### config.mk
export PLATFORM = sky130hd
export DESIGN_NAME = reg_wb_scheduler
export DESIGN_NICKNAME = d
export VERILOG_FILES = /design/src/rtl/reg_wb_pkg.sv /design/src/rtl/md_result_fifo.sv /design/src/rtl/reg_wb_scheduler.sv
export SDC_FILE = /design/constraint.sdc
export NUM_CORES = 1
export LEC_CHECK = 0
export ABC_AREA = 1
export CELL_PAD_IN_SITES_DETAIL_PLACEMENT = 1
export CELL_PAD_IN_SITES_GLOBAL_PLACEMENT = 1
export CORE_AREA = 8 8 163 165
export CTS_CLUSTER_DIAMETER = 40
export CTS_CLUSTER_SIZE = 30
export DETAILED_ROUTE_END_ITERATION = 6
export DIE_AREA = 0 0 171 173
export GPL_TIMING_DRIVEN = 0
export PLACE_DENSITY = 0.71
export SLEW_MARGIN = 25
export SYNTH_ARGS = -nofsm -noshare
export SYNTH_HDL_FRONTEND = slang
export SYNTH_SLANG_ARGS = --single-unit
### constraint.sdc
create_clock -name CLK -period 3.1 [get_ports CLK]
set_clock_uncertainty 0.2 [all_clocks]
set_input_delay 0.62 -clock CLK [delete_from_list [all_inputs] [get_ports CLK]]
set_output_delay 0.62 -clock CLK [all_outputs]
set_load 0.02 [all_outputs]
### src/rtl/reg_wb_pkg.sv
`default_nettype none
// ============================================================================
//  Module      : reg_wb_pkg
//  Description : Shared widths, register-file constants and the MUL/DIV
//                result FIFO entry type for the register writeback scheduler.
//  Revision    : 1.0 - initial release
// ============================================================================
package reg_wb_pkg;

    localparam int AW       = 5;
    localparam int DW       = 32;
    localparam int NUM_REGS = 32;

    // Architectural zero register; writes to it are discarded.
    localparam logic [AW-1:0] c_x0 = '0;

    // One buffered MUL/DIV result waiting for the write port.
    typedef struct packed {
        logic [AW-1:0] addr;
        logic [DW-1:0] data;
    } md_entry_t;

endpackage
`default_nettype wire

### src/rtl/md_result_fifo.sv
`default_nettype none
// ============================================================================
//  Module      : md_result_fifo
//  Description : Small circular FIFO with a valid/ready push side and a
//                pop/empty read side. Head data is presented combinationally.
//                DEPTH must be a power of two and at least 2 so the pointers
//                wrap naturally.
//  Revision    : 1.0 - initial release
// ============================================================================
module md_result_fifo #(
    parameter int DEPTH = 2,
    parameter int W     = 37
) (
    input  logic         CLK,
    input  logic         RESET,
    input  logic         PUSH_VALID,
    input  logic [W-1:0] PUSH_DATA,
    output logic         PUSH_READY,
    input  logic         POP,
    output logic [W-1:0] POP_DATA,
    output logic         EMPTY
);

    localparam int c_ptr_w = $clog2(DEPTH);
    localparam int c_cnt_w = c_ptr_w + 1;
    localparam logic [c_cnt_w-1:0] c_full = c_cnt_w'(DEPTH);

    logic [W-1:0]       r_mem [DEPTH];
    logic [c_ptr_w-1:0] r_wr_ptr;
    logic [c_ptr_w-1:0] r_rd_ptr;
    logic [c_cnt_w-1:0] r_count;

    logic w_push;
    logic w_pop;

    assign PUSH_READY = (r_count != c_full);
    assign EMPTY      = (r_count == '0);
    assign POP_DATA   = r_mem[r_rd_ptr];
    assign w_push     = PUSH_VALID & PUSH_READY;
    assign w_pop      = POP & ~EMPTY;

    // Storage array: written on an accepted push, no reset needed.
    always_ff @(posedge CLK) begin
        if (w_push) begin
            r_mem[r_wr_ptr] <= PUSH_DATA;
        end
    end

    // Pointer and occupancy tracking; push+pop together leaves count unchanged.
    always_ff @(posedge CLK or negedge RESET) begin
        if (!RESET) begin
            r_wr_ptr <= '0;
            r_rd_ptr <= '0;
            r_count  <= '0;
        end else begin
            if (w_push) begin
                r_wr_ptr <= r_wr_ptr + 1'b1;
            end
            if (w_pop) begin
                r_rd_ptr <= r_rd_ptr + 1'b1;
            end
            case ({w_push, w_pop})
                2'b10:   r_count <= r_count + 1'b1;
                2'b01:   r_count <= r_count - 1'b1;
                default: r_count <= r_count;
            endcase
        end
    end

endmodule
`default_nettype wire

### src/rtl/reg_wb_scheduler.sv
`default_nettype none
// ============================================================================
//  Module      : reg_wb_scheduler
//  Description : Arbitrates the single register-file write port between the
//                in-order pipeline writeback (always wins) and buffered
//                out-of-order MUL/DIV results. Tracks registers with pending
//                MUL/DIV results and raises a combinational decode stall.
//                Optional macro REG_WB_PERF_CNT_EN adds STALL_CNT and
//                CONFLICT_CNT performance counters.
//  Revision    : 1.0 - initial release
// ============================================================================
module reg_wb_scheduler
    import reg_wb_pkg::*;
#(
    parameter int DEPTH = 2,
    parameter int AW    = reg_wb_pkg::AW,
    parameter int DW    = reg_wb_pkg::DW
) (
    input  logic          CLK,
    input  logic          RESET,
    input  logic          PIPE_WE,
    input  logic [AW-1:0] PIPE_ADDR,
    input  logic [DW-1:0] PIPE_DATA,
    input  logic          MD_VALID,
    input  logic [AW-1:0] MD_ADDR,
    input  logic [DW-1:0] MD_DATA,
    output logic          MD_READY,
    input  logic          ISSUE_MD,
    input  logic [AW-1:0] ISSUE_RD,
    input  logic [AW-1:0] DEC_RS1,
    input  logic [AW-1:0] DEC_RS2,
    input  logic [AW-1:0] DEC_RD,
    input  logic          DEC_USE_RS2,
    output logic          STALL,
    output logic          WRITE,
    output logic [AW-1:0] ADDRW,
    output logic [DW-1:0] IN
`ifdef REG_WB_PERF_CNT_EN
    ,
    output logic [31:0]   STALL_CNT,
    output logic [31:0]   CONFLICT_CNT
`endif
);

    md_entry_t w_push_entry;
    md_entry_t w_head_entry;
    logic      w_fifo_empty;
    logic      w_fifo_push;
    logic      w_pipe_wr;
    logic      w_pop;
    logic      r_wb_is_md;

    logic [NUM_REGS-1:0] r_busy;
    logic [NUM_REGS-1:0] w_set;
    logic [NUM_REGS-1:0] w_clr;
    logic [NUM_REGS-1:0] w_busy_nxt;

    // Results destined for x0 are handshaken but never stored.
    assign w_push_entry.addr = MD_ADDR;
    assign w_push_entry.data = MD_DATA;
    assign w_fifo_push       = MD_VALID & (MD_ADDR != c_x0);

    // Pipe writes to x0 do not claim the port, letting the FIFO drain.
    assign w_pipe_wr = PIPE_WE & (PIPE_ADDR != c_x0);
    assign w_pop     = ~w_fifo_empty & ~w_pipe_wr;

    md_result_fifo #(
        .DEPTH (DEPTH),
        .W     ($bits(md_entry_t))
    ) u_md_fifo (
        .CLK        (CLK),
        .RESET      (RESET),
        .PUSH_VALID (w_fifo_push),
        .PUSH_DATA  (w_push_entry),
        .PUSH_READY (MD_READY),
        .POP        (w_pop),
        .POP_DATA   (w_head_entry),
        .EMPTY      (w_fifo_empty)
    );

    // Write-port arbiter: pipe first, then FIFO head, else hold address/data.
    always_ff @(posedge CLK or negedge RESET) begin
        if (!RESET) begin
            WRITE      <= 1'b0;
            ADDRW      <= '0;
            IN         <= '0;
            r_wb_is_md <= 1'b0;
        end else if (w_pipe_wr) begin
            WRITE      <= 1'b1;
            ADDRW      <= PIPE_ADDR;
            IN         <= PIPE_DATA;
            r_wb_is_md <= 1'b0;
        end else if (!w_fifo_empty) begin
            WRITE      <= 1'b1;
            ADDRW      <= w_head_entry.addr;
            IN         <= w_head_entry.data;
            r_wb_is_md <= 1'b1;
        end else begin
            WRITE      <= 1'b0;
            r_wb_is_md <= 1'b0;
        end
    end

    // Scoreboard next state: clear on MUL/DIV commit, set on issue (set wins).
    always_comb begin
        w_set = '0;
        w_clr = '0;
        for (int i = 0; i < NUM_REGS; i++) begin
            w_set[i] = ISSUE_MD & (ISSUE_RD == AW'(i));
            w_clr[i] = WRITE & r_wb_is_md & (ADDRW == AW'(i));
        end
        w_busy_nxt    = (r_busy & ~w_clr) | w_set;
        w_busy_nxt[0] = 1'b0;
    end

    // Scoreboard state, discarded on reset.
    always_ff @(posedge CLK or negedge RESET) begin
        if (!RESET) begin
            r_busy <= '0;
        end else begin
            r_busy <= w_busy_nxt;
        end
    end

    // x0 never reads as busy, so x0 operands cannot stall.
    assign STALL = r_busy[DEC_RS1]
                 | (DEC_USE_RS2 & r_busy[DEC_RS2])
                 | r_busy[DEC_RD];

`ifdef REG_WB_PERF_CNT_EN
    // Free-running event counters, wrapping at 2^32.
    always_ff @(posedge CLK or negedge RESET) begin
        if (!RESET) begin
            STALL_CNT    <= '0;
            CONFLICT_CNT <= '0;
        end else begin
            if (STALL) begin
                STALL_CNT <= STALL_CNT + 32'd1;
            end
            if (PIPE_WE && !w_fifo_empty) begin
                CONFLICT_CNT <= CONFLICT_CNT + 32'd1;
            end
        end
    end
`else
    // Performance counters not built.
`endif

endmodule
`default_nettype wire
==> summary.json, run 1 <==
{
  "max-cap-violations": {"value": 0},
  "clk_latency": {"value": 0.42, "unit": "ns"},
  "syn_avg_cell_area": {"value": 9.41, "unit": "sq um"},
  "setup.worst_path.start_class": {"value": "primary input"},
  "grt_max_degree": {"value": 44},
  "post_dp_cell_area": {"value": 0.00896, "unit": "sq mm"},
  "critical_path_peak_fanout": {"value": 7},
  "dieWidth": {"value": 171, "unit": "um"},
  "die-height": {"value": 173, "unit": "um"},
  "ys_warn_count": {"value": 0},
  "drt_first_pass_iters": {"value": 4},
  "clock-root-buffer": {"value": "sky130_fd_sc_hd__clkbuf_16"},
  "timing.critical_path.slowest_stage_cell": {"value": "sky130_fd_sc_hd__clkdlybuf4s50_1"},
  "tritoncts_clock_tree": {"value": "built"},
  "vias": {"value": 5885},
  "numPortBuffers": {"value": 135},
  "worst_ep_required_time": {"value": 2.28, "unit": "ns"},
  "status": {"value": "complete, no violations"},
  "final-max-slew-violation-count": {"value": 0},
  "first_global_vias": {"value": 6547},
  "die-area": {"value": 0.0296, "unit": "sq mm"},
  "worst_ep_arrival_time": {"value": 2.16, "unit": "ns"},
  "slowest_delay": {"value": 0.66, "unit": "ns"},
  "totalNegativeSetupSlack": {"value": 0, "unit": "ns"},
  "nets": {"value": 1011},
  "ys_seq_area_frac": {"value": 0.577},
  "unrepaired_setup_endpoints_after_global_routing": {"value": "false"},
  "fin_total_pwr": {"value": 7860, "unit": "uW"},
  "most-common-layout-cells": {"value": "sky130_fd_sc_hd__nand2_1, sky130_fd_sc_hd__clkdlybuf4s50_1, sky130_fd_sc_hd__nand3_1"},
  "timing.critical_path.to_type": {"value": "output pin"},
  "grt_remaining_overflow": {"value": 0},
  "avgRoutedWirePerCell": {"value": 17.9, "unit": "um"},
  "h_tree_level_count": {"value": 4},
  "place_congestion": {"value": 0.875},
  "worstHoldPathType": {"value": "flop to flop"},
  "timing.final.crit_period": {"value": 2.98, "unit": "ns"},
  "antenna_cells_inserted": {"value": 0},
  "power-per-cell-area": {"value": 826, "unit": "mW/mm^2"},
  "areaGrowthSynthToFinish": {"value": 34.9, "unit": "%"},
  "max_clock_freq": {"value": 0.335, "unit": "GHz"},
  "cts_post_setup_buffers_inserted": {"value": 0},
  "timing.final.setup_violations": {"value": 0},
  "final_report_hold_violation_count": {"value": 0},
  "synth_area": {"value": 0.00706, "unit": "sq mm"},
  "peakVddDrop": {"value": 405, "unit": "uV"},
  "path_class": {"value": "primary input to output pin"},
  "drtAntennaViolNets": {"value": 0},
  "route.detailed.vias_per_inst": {"value": 4.72},
  "core_area": {"value": 0.0240, "unit": "sq mm"},
  "initial_core_util": {"value": 0.295},
  "floorplan.rows": {"value": 57},
  "postSynthRegisterBits": {"value": 148},
  "clk_pin_slew_worst_paths": {"value": 0.06, "unit": "ns"},
  "drive_above_1_share": {"value": 0.107},
  "drcViolationCount": {"value": 0},
  "synth.distinct_cells": {"value": 29},
  "cts_buf_count": {"value": 17},
  "drt_iter0_markers": {"value": 404},
  "grtUsageTotal": {"value": 0.156},
  "syn-num-nets": {"value": 851},
  "crit_path_cell_trace": {"value": "clkdlybuf4s50_1, inv_2, nand3_1, nand3_1, nand3_1, nand3b_1, nand2_1, nand3_1, buf_4"},
  "min_period_over_period": {"value": 0.962},
  "detail_route.wirelength": {"value": 22.3, "unit": "mm"},
  "layout.cells.most_common": {"value": "sky130_fd_sc_hd__nand2_1"},
  "syn_inst": {"value": 750},
  "number_of_antenna_violations_at_the_first_check_in_global_routing": {"value": 7},
  "final.setup.worst_slack": {"value": 0.118, "unit": "ns"},
  "final_instance_area": {"value": 0.00952, "unit": "sq mm"},
  "relSlewSlack": {"value": 0.665},
  "max-clock-path-buffers": {"value": 2},
  "io_pins": {"value": 140},
  "detailedPlacementHpwl": {"value": 17.3, "unit": "mm"},
  "worst-slew-pin-transition": {"value": 0.502, "unit": "ns"},
  "global_route_wire_length_before_repair": {"value": 35.9, "unit": "mm"},
  "place_ws": {"value": -0.352, "unit": "ns"},
  "tritoncts_num_sinks": {"value": 148},
  "static-leakage-power": {"value": 0.00402, "unit": "uW"},
  "cp_common_cell": {"value": "sky130_fd_sc_hd__nand3_1"}
}
[worst max-delay path, delay by kind of cell]
kind	cells	cell delay (ns)
simple gates	6	0.56
buf+inv	3	0.97
[where the power goes]
part / switching [uW] / total [uW] / leakage (uW) / internal (uW)
Combinational: 1670 / 2840 / 0.00225 / 1170
Sequential: 400 / 3110 / 0.00152 / 2710
Clock: 815 / 1910 / 0.000249 / 1090
Total: 2880 / 7860 / 0.00402 / 4980
[registers in the layout, indices dropped and copies added (netlist names)]
name	flops
u_md_fifo.r_count	2
ADDRW	5
u_md_fifo.r_mem	74
u_md_fifo.r_rd_ptr	1
u_md_fifo.r_wr_ptr	1
WRITE	1
IN	32
r_busy	31
r_wb_is_md	1
[cell families after synthesis]
family,after synthesis,share of synthesized area
and+or+nand+nor,391,0.231
muxes,21,0.0298
xor gates and xnor gates,4,0.00496
adders and majority gates,1,0.00177
DFF,148,0.577
buffers and inverters,90,0.0622
AOI/OAI and AO/OA,95,0.0932
[synthesized netlist by cell type]
cell type                  number  area (sq um)
sky130_fd_sc_hd__xor2_1         2          17.5
sky130_fd_sc_hd__buf_6          9           101
sky130_fd_sc_hd__clkbuf_1       4          15.0
sky130_fd_sc_hd__o211ai_2      22           275
sky130_fd_sc_hd__buf_2         12          60.1
sky130_fd_sc_hd__nand2_4        1          11.3
sky130_fd_sc_hd__clkinv_2       1          5.00
sky130_fd_sc_hd__clkinv_1       1          3.75
sky130_fd_sc_hd__dfrtp_1       74          1850
sky130_fd_sc_hd__xnor2_1        2          17.5
sky130_fd_sc_hd__edfxtp_1      74          2220
sky130_fd_sc_hd__nand3_1       93           465
sky130_fd_sc_hd__nor2_8         1          20.0
sky130_fd_sc_hd__o21ai_1        2          10.0
sky130_fd_sc_hd__nand2_2        1          6.26
sky130_fd_sc_hd__inv_1         53           199
sky130_fd_sc_hd__o21ai_0       62           310
sky130_fd_sc_hd__or2_2          2          12.5
sky130_fd_sc_hd__inv_4          1          6.26
sky130_fd_sc_hd__inv_2          5          18.8
sky130_fd_sc_hd__ha_1           1          12.5
sky130_fd_sc_hd__a21oi_1        2          10.0
sky130_fd_sc_hd__nor2_1        19          71.3
sky130_fd_sc_hd__nand3b_1       3          22.5
sky130_fd_sc_hd__buf_4          4          30.0
sky130_fd_sc_hd__nand2_1      269          1010
sky130_fd_sc_hd__o211ai_1       7          52.6
sky130_fd_sc_hd__mux2i_1       21           210
sky130_fd_sc_hd__nor3_1         2          10.0
[cell type report]
cell class              count  area (sq um)
multi-input cells         512          2560
repair buffers            141          1490
clock inverters            14           115
plain buffers              29           211
fillers                  2798         14400
clock buffers              18           429
well taps                 324           405
flip-flops and latches    148          4070
inverters                  61           233
[timing repair]
item                       in CTS  in global routing
hold endpoints to repair       31                  0
pin swaps                       0                  0
hold buffers                    1                  0
resized for setup               5                  6
setup endpoints to repair       1                  1
[path summary, 6_finish.rpt]
path,end,slack (ns),startpoint,cells after the start
max,STALL,0.12,DEC_RS1[2],9
min,IN[15]$_DFFE_PN0P_,0.29,IN[15]$_DFFE_PN0P_,2
max reg2reg,u_md_fifo.r_count[1]$_DFFE_PN0P_,0.98,u_md_fifo.r_count[1]$_DFFE_PN0P_,9
min reg2reg,IN[15]$_DFFE_PN0P_,0.29,IN[15]$_DFFE_PN0P_,2
max in group asynchronous,IN[31]$_DFFE_PN0P_,1.58,RESET,3
min in group asynchronous,IN[18]$_DFFE_PN0P_,0.49,RESET,2
[metrics by stage]
| step | instances | hold slack [ns] | utilization |
|---|---|---|---|
| after floorplan | 750 | 0.124 | - |
| after global placement | 1209 | 0.263 | 0.368 |
| after detailed placement | 1214 | 0.276 | 0.374 |
| after CTS | 1247 | 0.293 | 0.397 |
| after global routing | 1247 | 0.310 | 0.397 |
| final | 1247 | 0.289 | 0.397 |
[per-layer routing]
layer	routed length (um)	GRT usage	vias to the layer above	share of wire
met3	1960	0.0681	32	0.088
met5	96	0	-	0.0043
met2	10800	0.259	150	0.48
met1	9210	0.180	2855	0.41
met4	282	0.0417	14	0.013
li1	-	-	2834	-
Note: power is estimated with default switching activity, not from simulation.
==> run 2: changes to the inputs <==
- CORE_AREA: 8 8 163 165 -> 8 8 187 144
- DIE_AREA: 0 0 171 173 -> 0 0 195 152
- RECOVER_POWER: not set -> 100
==> run 2 against run 1 <==
Effect of this change:
- utilization fell by 0.65 points
- setup slack improved by 0.035 ns
- first-iteration DRC count fell by 17%
- critical path depth rose by 2
- largest power group unchanged
- highest routed layer unchanged
==> summary.json, run 2 (same netlist as run 1, synthesis figures left out) <==
{
  "status": {"value": "complete, no violations"},
  "drive_above_1_share": {"value": 0.0814, "change": "-0.0258"},
  "dieWidth": {"value": 195, "unit": "um", "change": "+14%"},
  "timing.hold.worst.start": {"value": "IN[2]$_DFFE_PN0P_"},
  "biggestRegsByFlops": {"value": "u_md_fifo.r_mem (74), IN (32), r_busy (31)"},
  "net-switching-power": {"value": 2810, "unit": "uW", "change": "-2.6%"},
  "worst_ep_required_time": {"value": 2.28, "unit": "ns", "change": "about the same"},
  "instances_no_fill": {"value": 1229, "change": "-1.4%"},
  "critical_path_peak_fanout": {"value": 10, "change": "+3"},
  "core_area": {"value": 0.0238, "unit": "sq mm", "change": "-0.73%"},
  "path_class": {"value": "primary input to output pin"},
  "comb_power_share": {"value": 0.344, "change": "-0.017"},
  "die-area": {"value": 0.0296, "unit": "sq mm", "change": "+0.19%"},
  "detail_route.wirelength": {"value": 22.4, "unit": "mm", "change": "+0.41%"},
  "worst-slew-pin-transition": {"value": 1.17, "unit": "ns", "change": "+0.669 ns"},
  "numPortBuffers": {"value": 135, "change": "unchanged"},
  "floorplan.rows": {"value": 49, "change": "-14%"},
  "timing.final.setup_violations": {"value": 0, "change": "unchanged"},
  "first_global_vias": {"value": 6404, "change": "-2.2%"},
  "clock_power_share": {"value": 0.254, "change": "+0.011"},
  "cts_post_setup_buffers_inserted": {"value": 0, "change": "unchanged"},
  "worst_ep_arrival_time": {"value": 2.13, "unit": "ns", "change": "-0.03 ns"},
  "avgRoutedWirePerCell": {"value": 18.2, "unit": "um", "change": "+1.9%"},
  "worst-r2r-cell-count": {"value": 9, "change": "unchanged"},
  "max-clock-path-buffers": {"value": 2, "change": "unchanged"},
  "vias": {"value": 5857, "change": "-0.48%"},
  "nets": {"value": 1009, "change": "-0.20%"},
  "die-height": {"value": 152, "unit": "um", "change": "-12%"},
  "clk_latency": {"value": 0.42, "unit": "ns", "change": "about the same"},
  "max-cap-violations": {"value": 0, "change": "unchanged"},
  "cts_buf_count": {"value": 17, "change": "unchanged"},
  "drt_first_pass_iters": {"value": 4, "change": "unchanged"},
  "min_period_over_period": {"value": 0.951, "change": "-0.0113"},
  "worstHoldPathType": {"value": "flop to flop"},
  "place_congestion": {"value": 0.871, "change": "-0.41%"},
  "timing.critical_path.from": {"value": "DEC_RS1[0]"},
  "peakVddDrop": {"value": 391, "unit": "uV", "change": "-3.5%"},
  "p_sw_frac": {"value": 0.367, "change": "about the same"},
  "detailedPlacementHpwl": {"value": 17.2, "unit": "mm", "change": "-0.48%"},
  "timing.final.crit_period": {"value": 2.95, "unit": "ns", "change": "-0.0351 ns"},
  "final-max-slew-violation-count": {"value": 0, "change": "unchanged"},
  "rr_startpoint": {"value": "u_md_fifo.r_count[0]$_DFFE_PN0P_"},
  "areaGrowthSynthToFinish": {"value": 31.7, "unit": "%"},
  "global_route_wire_length_before_repair": {"value": 35.6, "unit": "mm", "change": "-0.66%"},
  "largest-register": {"value": "u_md_fifo.r_mem"},
  "tritoncts_num_sinks": {"value": 148, "change": "unchanged"},
  "io_pins": {"value": 140, "change": "unchanged"},
  "grtUsageTotal": {"value": 0.153, "change": "-0.00278"},
  "relSlewSlack": {"value": 0.219, "change": "-0.447"},
  "fin_total_pwr": {"value": 7650, "unit": "uW", "change": "-2.6%"},
  "unrepaired_setup_endpoints_after_global_routing": {"value": "false"},
  "initial_core_util": {"value": 0.297, "change": "+0.00217"},
  "placed_instance_count": {"value": 1194, "change": "-1.6%"},
  "internal-power": {"value": 4850, "unit": "uW", "change": "-2.7%"},
  "largest_register_ff_count": {"value": 74, "change": "unchanged"},
  "worst_setup_path_endpoint": {"value": "STALL"},
  "clk_pin_slew_worst_paths": {"value": 0.06, "unit": "ns", "change": "about the same"},
  "most-common-layout-cells": {"value": "sky130_fd_sc_hd__nand2_1, sky130_fd_sc_hd__nand3_1, sky130_fd_sc_hd__dlygate4sd3_1"},
  "seqPwrFrac": {"value": 0.402, "change": "+0.006"},
  "timing.critical_path.to_type": {"value": "output pin"},
  "max_clock_freq": {"value": 0.339, "unit": "GHz", "change": "+1.2%"},
  "drt_iter0_markers": {"value": 334, "change": "-17%"},
  "grt_max_degree": {"value": 44, "change": "unchanged"},
  "number_of_antenna_violations_at_the_first_check_in_global_routing": {"value": 6, "change": "-1"},
  "drtAntennaViolNets": {"value": 0, "change": "unchanged"},
  "layout.cells.most_common": {"value": "sky130_fd_sc_hd__nand2_1"},
  "static-leakage-power": {"value": 0.00393, "unit": "uW", "change": "-2.4%"},
  "tritoncts_clock_tree": {"value": "built"},
  "setup.worst_path.start_class": {"value": "primary input"},
  "regToRegEndpoint": {"value": "u_md_fifo.r_count[1]$_DFFE_PN0P_"},
  "ff2ff_setup_slack": {"value": 0.53, "unit": "ns", "change": "-0.45 ns"},
  "route.detailed.vias_per_inst": {"value": 4.77, "change": "+0.98%"},
  "power-per-cell-area": {"value": 823, "unit": "mW/mm^2", "change": "-0.30%"},
  "h_tree_level_count": {"value": 4, "change": "unchanged"},
  "drcViolationCount": {"value": 0, "change": "unchanged"},
  "clock-root-buffer": {"value": "sky130_fd_sc_hd__clkbuf_16"},
  "final_report_hold_violation_count": {"value": 0, "change": "unchanged"},
  "grt_remaining_overflow": {"value": 0, "change": "unchanged"}
}
-- run 2: cell types whose count changed in the layout (fill, tap and decap cells not counted), sizes merged, moves of 4 or more --
cell           change
dlygate4sd3       +79
clkdlybuf4s50     -79
clkbuf             +4
buf                -4
-- run 2: worst max-delay path, cell delays in order --
cell	delay, ns
sky130_fd_sc_hd__clkdlybuf4s50_1	0.44
sky130_fd_sc_hd__inv_1	0.08
sky130_fd_sc_hd__buf_2	0.23
sky130_fd_sc_hd__nand2_1	0.09
sky130_fd_sc_hd__nand3_1	0.07
sky130_fd_sc_hd__nand3_1	0.08
sky130_fd_sc_hd__nand3_1	0.13
sky130_fd_sc_hd__nand3b_1	0.08
sky130_fd_sc_hd__nand2_1	0.07
sky130_fd_sc_hd__nand3_1	0.07
sky130_fd_sc_hd__buf_2	0.16
-- run 2: final cells by class --
type                       instances  area, sq um
timing repair buffer             139         1410
buffer                            29          211
fill                            2758        14500
clock buffer                      20          447
sequential                       148         4070
clock inverter                    12          106
tap                              306          383
multi-input combinational        512         2430
antenna                            2         5.00
inverter                          61          231
-- run 2: how the worst min path moves through the flow --
| stage | end | slack [ns] | depth (start not counted) |
|---|---|---|---|
| final | IN[2]$_DFFE_PN0P_ | 0.29 | 2 |
| after global routing | IN[22]$_DFFE_PN0P_ | 0.31 | 2 |
| after CTS | IN[14]$_DFFE_PN0P_ | 0.29 | 2 |
| after detailed placement | IN[21]$_DFFE_PN0P_ | 0.28 | 2 |
| after global placement | IN[12]$_DFFE_PN0P_ | 0.26 | 2 |
| after floorplan | ADDRW[0]$_DFFE_PN0P_ | 0.12 | 0 |
-- run 2: layer usage --
metal	part of all wire	vias to the layer above	GRT usage
li1	-	2830	-
met1	0.47	2873	0.204
met2	0.48	116	0.242
met3	0.042	30	0.0386
met4	0.015	8	0.0457
met5	0.0018	-	0
-- run 2: timing repair --
action	CTS	global route
cloned	0	0
endpoints found under the setup margin	1	1
resized for setup	6	4
endpoints found under the hold margin	31	0
hold buffers	1	0
-- run 2: metrics by stage --
step	cell area, sq um	setup TNS (ns)	util	setup slack [ns]	hold slack (ns)
2_1_floorplan	7060	0	-	0.0457	0.124
3_3_place_gp	8790	-255.75	0.370	-1.75	0.262
3_5_place_dp	8890	-0.363	0.374	-0.363	0.276
4_1_cts	9450	0	0.397	0.0172	0.295
5_1_grt	9300	0	0.391	0.00603	0.308
6_report	9300	0	0.391	0.153	0.286
-- run 2: power groups by stage --
stage / combinational [uW] / sequential [uW] / clock (uW)
after floorplan: 1450 / 3240 / 0
after global placement: 2710 / 3120 / 0
after detailed placement: 2860 / 3120 / 0
after CTS: 2870 / 3090 / 1990
after global routing: 2930 / 3150 / 2050
final: 2630 / 3070 / 1950
